File: src/rtl/gpio_stream_ctrl.sv
// gpio_stream_ctrl: launches a processor run and buffers its GPIO byte stream
// in a small first-word-fall-through FIFO. It throttles the processor when the
// FIFO nears full, and counts the bytes the sink accepts until a frame is done.
module gpio_stream_ctrl #(
  parameter int DEPTH       = 16,
  parameter int FRAME_BYTES = 152100,
  parameter int CNT_W       = 18
) (
  input  logic             clk,
  input  logic             rst,
  input  logic             start,
  input  logic             GPIOEn,
  input  logic [7:0]       GPIO,
  output logic             cpu_run,
  output logic [7:0]       out_data,
  output logic             out_valid,
  input  logic             out_ready,
  output logic [CNT_W-1:0] byte_count,
  output logic             busy,
  output logic             done,
  output logic             overflow
);

  localparam int AW = $clog2(DEPTH);
  localparam logic [CNT_W-1:0] FRAME_LAST = CNT_W'(FRAME_BYTES);
  localparam logic [AW:0]      FULL_CNT   = (AW+1)'(DEPTH);
  // Two entries of slack cover writes already in flight when cpu_run drops.
  localparam logic [AW:0]      RUN_LIMIT  = (AW+1)'(DEPTH - 2);

  typedef enum logic [1:0] {IDLE, RUN, DRAIN, DONE} state_t;

  state_t           state;
  logic [7:0]       mem [DEPTH];
  logic [AW-1:0]    wr_ptr;
  logic [AW-1:0]    rd_ptr;
  logic [AW:0]      fifo_count;
  logic [CNT_W-1:0] in_count;
  logic [CNT_W-1:0] byte_count_r;
  logic             overflow_r;

  logic fifo_empty;
  logic fifo_full;
  logic pop;
  logic push_req;
  logic push;
  logic drop;

  assign fifo_empty = (fifo_count == '0);
  assign fifo_full  = (fifo_count == FULL_CNT);

  // The head byte is presented directly; an empty FIFO shows zero.
  assign out_valid = !fifo_empty;
  assign out_data  = fifo_empty ? 8'h00 : mem[rd_ptr];

  // A pop is only possible when a byte is presented, so pushing into an
  // empty FIFO never pairs with a pop.
  assign pop      = out_valid && out_ready;
  assign push_req = (state == RUN) && GPIOEn;
  assign push     = push_req && (!fifo_full || pop) && (in_count < FRAME_LAST);
  assign drop     = push_req && !push;

  assign cpu_run    = (state == RUN) && (fifo_count < RUN_LIMIT) && (in_count < FRAME_LAST);
  assign busy       = (state == RUN) || (state == DRAIN);
  assign done       = (state == DONE);
  assign byte_count = byte_count_r;
  assign overflow   = overflow_r;

  // FIFO storage: written only on an accepted byte, no reset needed.
  always_ff @(posedge clk) begin
    if (push) begin
      mem[wr_ptr] <= GPIO;
    end
  end

  // Sequencer, FIFO pointers and frame counters.
  always_ff @(posedge clk or negedge rst) begin
    if (!rst) begin
      state        <= IDLE;
      wr_ptr       <= '0;
      rd_ptr       <= '0;
      fifo_count   <= '0;
      in_count     <= '0;
      byte_count_r <= '0;
      overflow_r   <= 1'b0;
    end else begin
      if (push) begin
        wr_ptr   <= wr_ptr + 1'b1;
        in_count <= in_count + 1'b1;
      end
      if (pop) begin
        rd_ptr <= rd_ptr + 1'b1;
        if (byte_count_r < FRAME_LAST) begin
          byte_count_r <= byte_count_r + 1'b1;
        end
      end
      case ({push, pop})
        2'b10:   fifo_count <= fifo_count + 1'b1;
        2'b01:   fifo_count <= fifo_count - 1'b1;
        default: fifo_count <= fifo_count;
      endcase
      if (drop) begin
        overflow_r <= 1'b1;
      end

      case (state)
        IDLE: begin
          if (start) begin
            // A new frame starts from a clean FIFO and cleared counters.
            state        <= RUN;
            wr_ptr       <= '0;
            rd_ptr       <= '0;
            fifo_count   <= '0;
            in_count     <= '0;
            byte_count_r <= '0;
            overflow_r   <= 1'b0;
          end
        end
        RUN: begin
          if (push && (in_count == FRAME_LAST - 1'b1)) begin
            state <= DRAIN;
          end
        end
        DRAIN: begin
          if (fifo_empty && (byte_count_r == FRAME_LAST)) begin
            state <= DONE;
          end
        end
        DONE: begin
          // Wait for the start switch to be released; no auto-restart.
          if (!start) begin
            state <= IDLE;
          end
        end
        default: state <= IDLE;
      endcase
    end
  end

endmodule

File: config.mk
export PLATFORM = sky130hd
export DESIGN_NAME = gpio_stream_ctrl
export DESIGN_NICKNAME = d
export VERILOG_FILES = /design/src/rtl/gpio_stream_ctrl.sv
export SDC_FILE = /design/constraint.sdc
export NUM_CORES = 1
export LEC_CHECK = 0
export ABC_AREA = 0
export BUFFER_PORTS_ARGS = -buffer_cell sky130_fd_sc_hd__clkbuf_2
export CAP_MARGIN = 20
export CORE_MARGIN = 2
export CORE_UTILIZATION = 55
export DETAILED_ROUTE_END_ITERATION = 6
export PLACE_DENSITY = 0.73
export SLEW_MARGIN = 20
export SYNTH_ARGS = -nofsm -noshare
export SYNTH_HDL_FRONTEND = slang
export SYNTH_SLANG_ARGS = --single-unit
File: constraint.sdc
create_clock -name clk -period 7.59 [get_ports clk]
set_input_delay 0.3795 -clock clk [delete_from_list [all_inputs] [get_ports clk]]
set_output_delay 0.3795 -clock clk [all_outputs]
set_load 0.05 [all_outputs]
Word level (Yosys, flattened, before mapping)
Memory sizes are Yosys's and may differ from the RTL's.
Cells that the tools add are included.
Cells by class
  $add $sub $neg: 6
  $lt $le $gt $ge: 3
  eq/ne operators: 12
  mux-type cells: 27
  reduce and logical (&&, ||, !) cells: 17
Operators with widths (count)
  $mux 18: 7
  $add 18x1->18 const B: 2
  $eq 18x18->1 const B: 2
  $lt 18x18->1 const B: 2
  $mux 4: 6
  $mux 5: 2
  $pmux 5 s2: 1
  $logic_and 1x1->1: 9
  $add 4x1->4 const B: 2
  $mux 2: 4
  $mux 8: 1
  $pmux 2 s4: 1
  $eq 2x2->1 const B: 3
  $add 5x1->5 const B: 1
  $eq 5x5->1 const B: 1
  $logic_not 5->1: 1
  $lt 5x4->1 const B: 1
  $mux 1: 5
  $sub 5x1->5 const B: 1
  $eq 2x1->1 const B: 2
  $ne 2x1->1 const B: 2
  $ne 2x2->1 const B: 2
  $reduce_and 4->1: 1
  $logic_not 1->1: 3
  other kinds (2): 3
Word-level totals
  register bits: 52
  memory bits (writable): 128
  input bits: 13
  output and inout port bits: 31
  memories: 1
Memory list
  mem: depth 16, width 8, read ports 1, clocked after Yosys merged registers in 0, wr ports 1, line 33  | logic [7:0] mem [DEPTH];

Longest topological paths before layout
  depth after elaboration: 11
  mapped depth: 16

Worst setup path after synthesis
Ideal clock, no wire load.
  path kind: register to register
  start: reg fifo_count[2]
  end: reg fifo_count[4]
  arrival: 3273 ps
  slack: 4182 ps
  cell stages (with the launch flop): 16
  path buffers: 4
  cell sequence: dfrtp_1 -> clkbuf_1 -> nor4_1 -> a221oi_1 -> o211ai_1 -> clkbuf_1 -> buf_1 -> ha_1 -> clkbuf_1 -> xor2_1 -> ha_1 -> a21oi_1 -> o21ai_0 -> a222oi_1 -> or3_1 -> a21oi_1
On the way
  longest elaborated chain between the ends: 10
  elaborated cells on any way between the ends: 15
  those cells by class: add/sub (2); eq/ne (3); mux (3); reduce/logical (7)
Ends and longest elaborated chain
  start, declared: line 36  | logic [AW:0] fifo_count;
  start signal, assigned: line 97  | 2'b10: fifo_count <= fifo_count + 1'b1;
  start signal, assigned: line 98  | 2'b01: fifo_count <= fifo_count - 1'b1;
  start signal, assigned: line 99  | default: fifo_count <= fifo_count;
  $logic_not 5->1: line 48  | assign fifo_empty = (fifo_count == '0);
  $logic_not 1->1: line 52  | assign out_valid = !fifo_empty;
  $logic_and 1x1->1: line 57  | assign pop = out_valid && out_ready;
  $logic_or 1x1->1: line 59  | assign push = push_req && (!fifo_full || pop) && (in_count < FRAME_LAST);
  $logic_and 1x1->1 (2 in series): line 59
  $eq 2x1->1 / $eq 2x2->1 (equally long branches): line 96  | case ({push, pop})
  $pmux 5 s2 (*): line 96
  $mux 5: line 107  | if (start) begin
  $mux 5 (*): line 105  | case (state)
Mark *: on every way between the ends. The rest lies on a longest branch, timed or not.
A chain may end at the register's enable or synchronous reset.

Worst setup path in the final report
Same ends and word-level chain as after synthesis.

==> impl_metrics.ini <==
[cts]
clockRootBuffer = clkbuf_16
htreeDepth = 4
cts_tree = built
path_clk_slew_ns = 0.06
ctsLongestPathBuffers = 2
cts_setup_buffers = 0
cts_sinks = 180
postCtsHoldBufs = 0
cts_buffers = 17
clk_latency_ns = 0.43
postCtsResizedCells = 0

[placed_design]
numPortBuffers = 43
dp.final_hpwl_um = 10500
routabilityCongestion = 0.826
dpl_cell_area_um2 = 8540
dp.cells = 773
dp_slack_ns = 4.23

[timing]
post-route-min-period_ns = 3.42
hold_violations = 0
setup_violations = 0
worstMarginPinSlew_ns = 0.914
slew_headroom = 0.387
rsz0062_at_grt = false
finClkSkew_ns = 0.0111
post-route-period-util = 0.451
slew_violations = 0
tns_ns = 0
fmax_mhz = 292
setup_ws_ns = 4.17
fin_hold_ws_ns = 0.0687

[power]
ir_drop_v = 0.000234
p_total_mw = 3.24
p_leak_nw = 3.33
power_density_nw_per_um2 = 355

[worst_setup_path]
endpoint_kind = register
startpoint_type = register
critPathRequiredTime_ns = 7.89
path_class = register to register
critPathTopFamily = compound AO/OA/AOI/OAI gates
slowest_stage = or4_1
reg2regPathDepth = 11
timing.rr.end = fifo_count[4]$_DFF_PN0_
r2r_setup_slack_ns = 4.17
timing.rr.start = fifo_count[2]$_DFF_PN0_
arrival_ns = 3.72
path_cells = or4_1 -> o21ai_1 -> inv_1 -> ha_1 -> xor2_1 -> ha_1 -> a21oi_1 -> o21ai_0 -> a222oi_1 -> or3_1 -> a21oi_1
cp.buffers_inverters = 1
path_max_fanout = 9
slowest_delay_ns = 0.57

[floorplanning]
dieHeight_um = 126
top_level_ports = 44
initial_core_util = 0.561
coreArea_um2 = 14500
design.die.area_um2 = 15800
dieWidth_um = 126
placementRows = 44

[synth]
syn_nets = 602
synthCells = 574
synthArstFlopShare = 0.289
ys_types = 52
ys_ff_latch = 180
synth_area_leaders = edfxtp_1 47%, dfrtp_1 16%, mux4_2 11%
synth_top_area_frac = 0.471
synth_area_um2 = 8150
synth_seq_area_share = 0.631
ys.flop_type = edfxtp_1
synth_top_area_cell = edfxtp_1
synth-edff-count = 128
yosys_warnings = 0
avgSynthCellArea_um2 = 14.2

[grt]
grt_overflow = 0
antenna_found_initial = 0
grt.total_usage = 0.221
grt_pass1_vias = 5019
grt_max_degree = 53
grt_first_pass_wirelength_um = 26900

[final_layout]
final_cell_area_um2 = 9130
fin_util = 0.628
final_nets = 636
final_cell_mix = 128 x edfxtp_1, 51 x dfrtp_1, 43 x clkbuf_2
mostFrequentLayoutCell = edfxtp_1
layout-drive-gt1-share = 0.222
layoutNonFillerInstCount = 805
area_growth_pct = 11.9
antenna_cells = 0

[run_status]
status = completed

[drt]
via_count = 4969
wl_um = 16500
drcViolationCount = 0
firstDrtPassIters = 5
vias_per_cell = 6.17
drt-initial-drc-count = 423
wire_per_inst_um = 20.5
ant_nets = 0

[run]
maxCapViolCount = 0

[min_path]
hp-class = input pin to asynchronous set/reset pin
area by class of cell:
class / instances / area [um^2]
Clock buffer: 18 / 429
Multi-Input combinational cell: 344 / 2850
Inverter: 15 / 56.3
Clock inverter: 14 / 148
Fill cell: 1090 / 5410
Sequential cell: 180 / 5150
Timing Repair Buffer: 50 / 268
Tap cell: 184 / 230
metal layers:
layer / global-route usage / up-vias / wire, um
met5: 0 / - / 0
li1: - / 2303 / -
met1: 0.295 / 2476 / 7060
met2: 0.362 / 162 / 8280
met3: 0.0472 / 28 / 903
met4: 0.0827 / 0 / 261
flip-flops by register name (all words and copies together), names as in the netlist:
register / flops
mem: 128
byte_count: 18
in_count: 18
fifo_count: 5
rd_ptr: 4
wr_ptr: 4
state: 2
overflow: 1
synth_stat cells (all sizes together) (3+ instances only):
master	count
edfxtp	128
dfrtp	52
mux4	40
nand2	33
nor2	33
a21oi	31
clkbuf	27
nand3	21
o21ai	19
ha	15
inv	15
and2	14
nand4	13
or3	13
or4	12
nor3	11
o31ai	10
and3	9
buf	8
xor2	8
nor4	7
a31o	5
mux2i	5
nand2b	5
xnor2	4
a211oi	3
a31oi	3
nor2b	3
worst max-delay path by stage:
stage,end,from,cells past startpoint
finish,fifo_count[4]$_DFF_PN0_,fifo_count[2]$_DFF_PN0_,11
global route,fifo_count[4]$_DFF_PN0_,fifo_count[2]$_DFF_PN0_,11
CTS,fifo_count[4]$_DFF_PN0_,fifo_count[2]$_DFF_PN0_,11
detailed placement,fifo_count[4]$_DFF_PN0_,fifo_count[2]$_DFF_PN0_,11
global placement,fifo_count[4]$_DFF_PN0_,fifo_count[2]$_DFF_PN0_,11
floorplan,fifo_count[4]$_DFF_PN0_,fifo_count[2]$_DFF_PN0_,15
logic make-up after synthesis:
logic type      count (synthesis)  synth area share
simple gates                  181             0.117
compound gates                 89            0.0723
mux                            47             0.120
xor+xnor                       12            0.0129
fa+ha+maj                      15            0.0230
buf+inv                        50            0.0236
flops                         180             0.631
power by group:
group	switching (mW)	total [mW]	internal (mW)
clock network	0.374	0.863	0.489
logic	0.625	1.04	0.416
registers	0.146	1.33	1.19
Power figures use the tool's default switching activity.
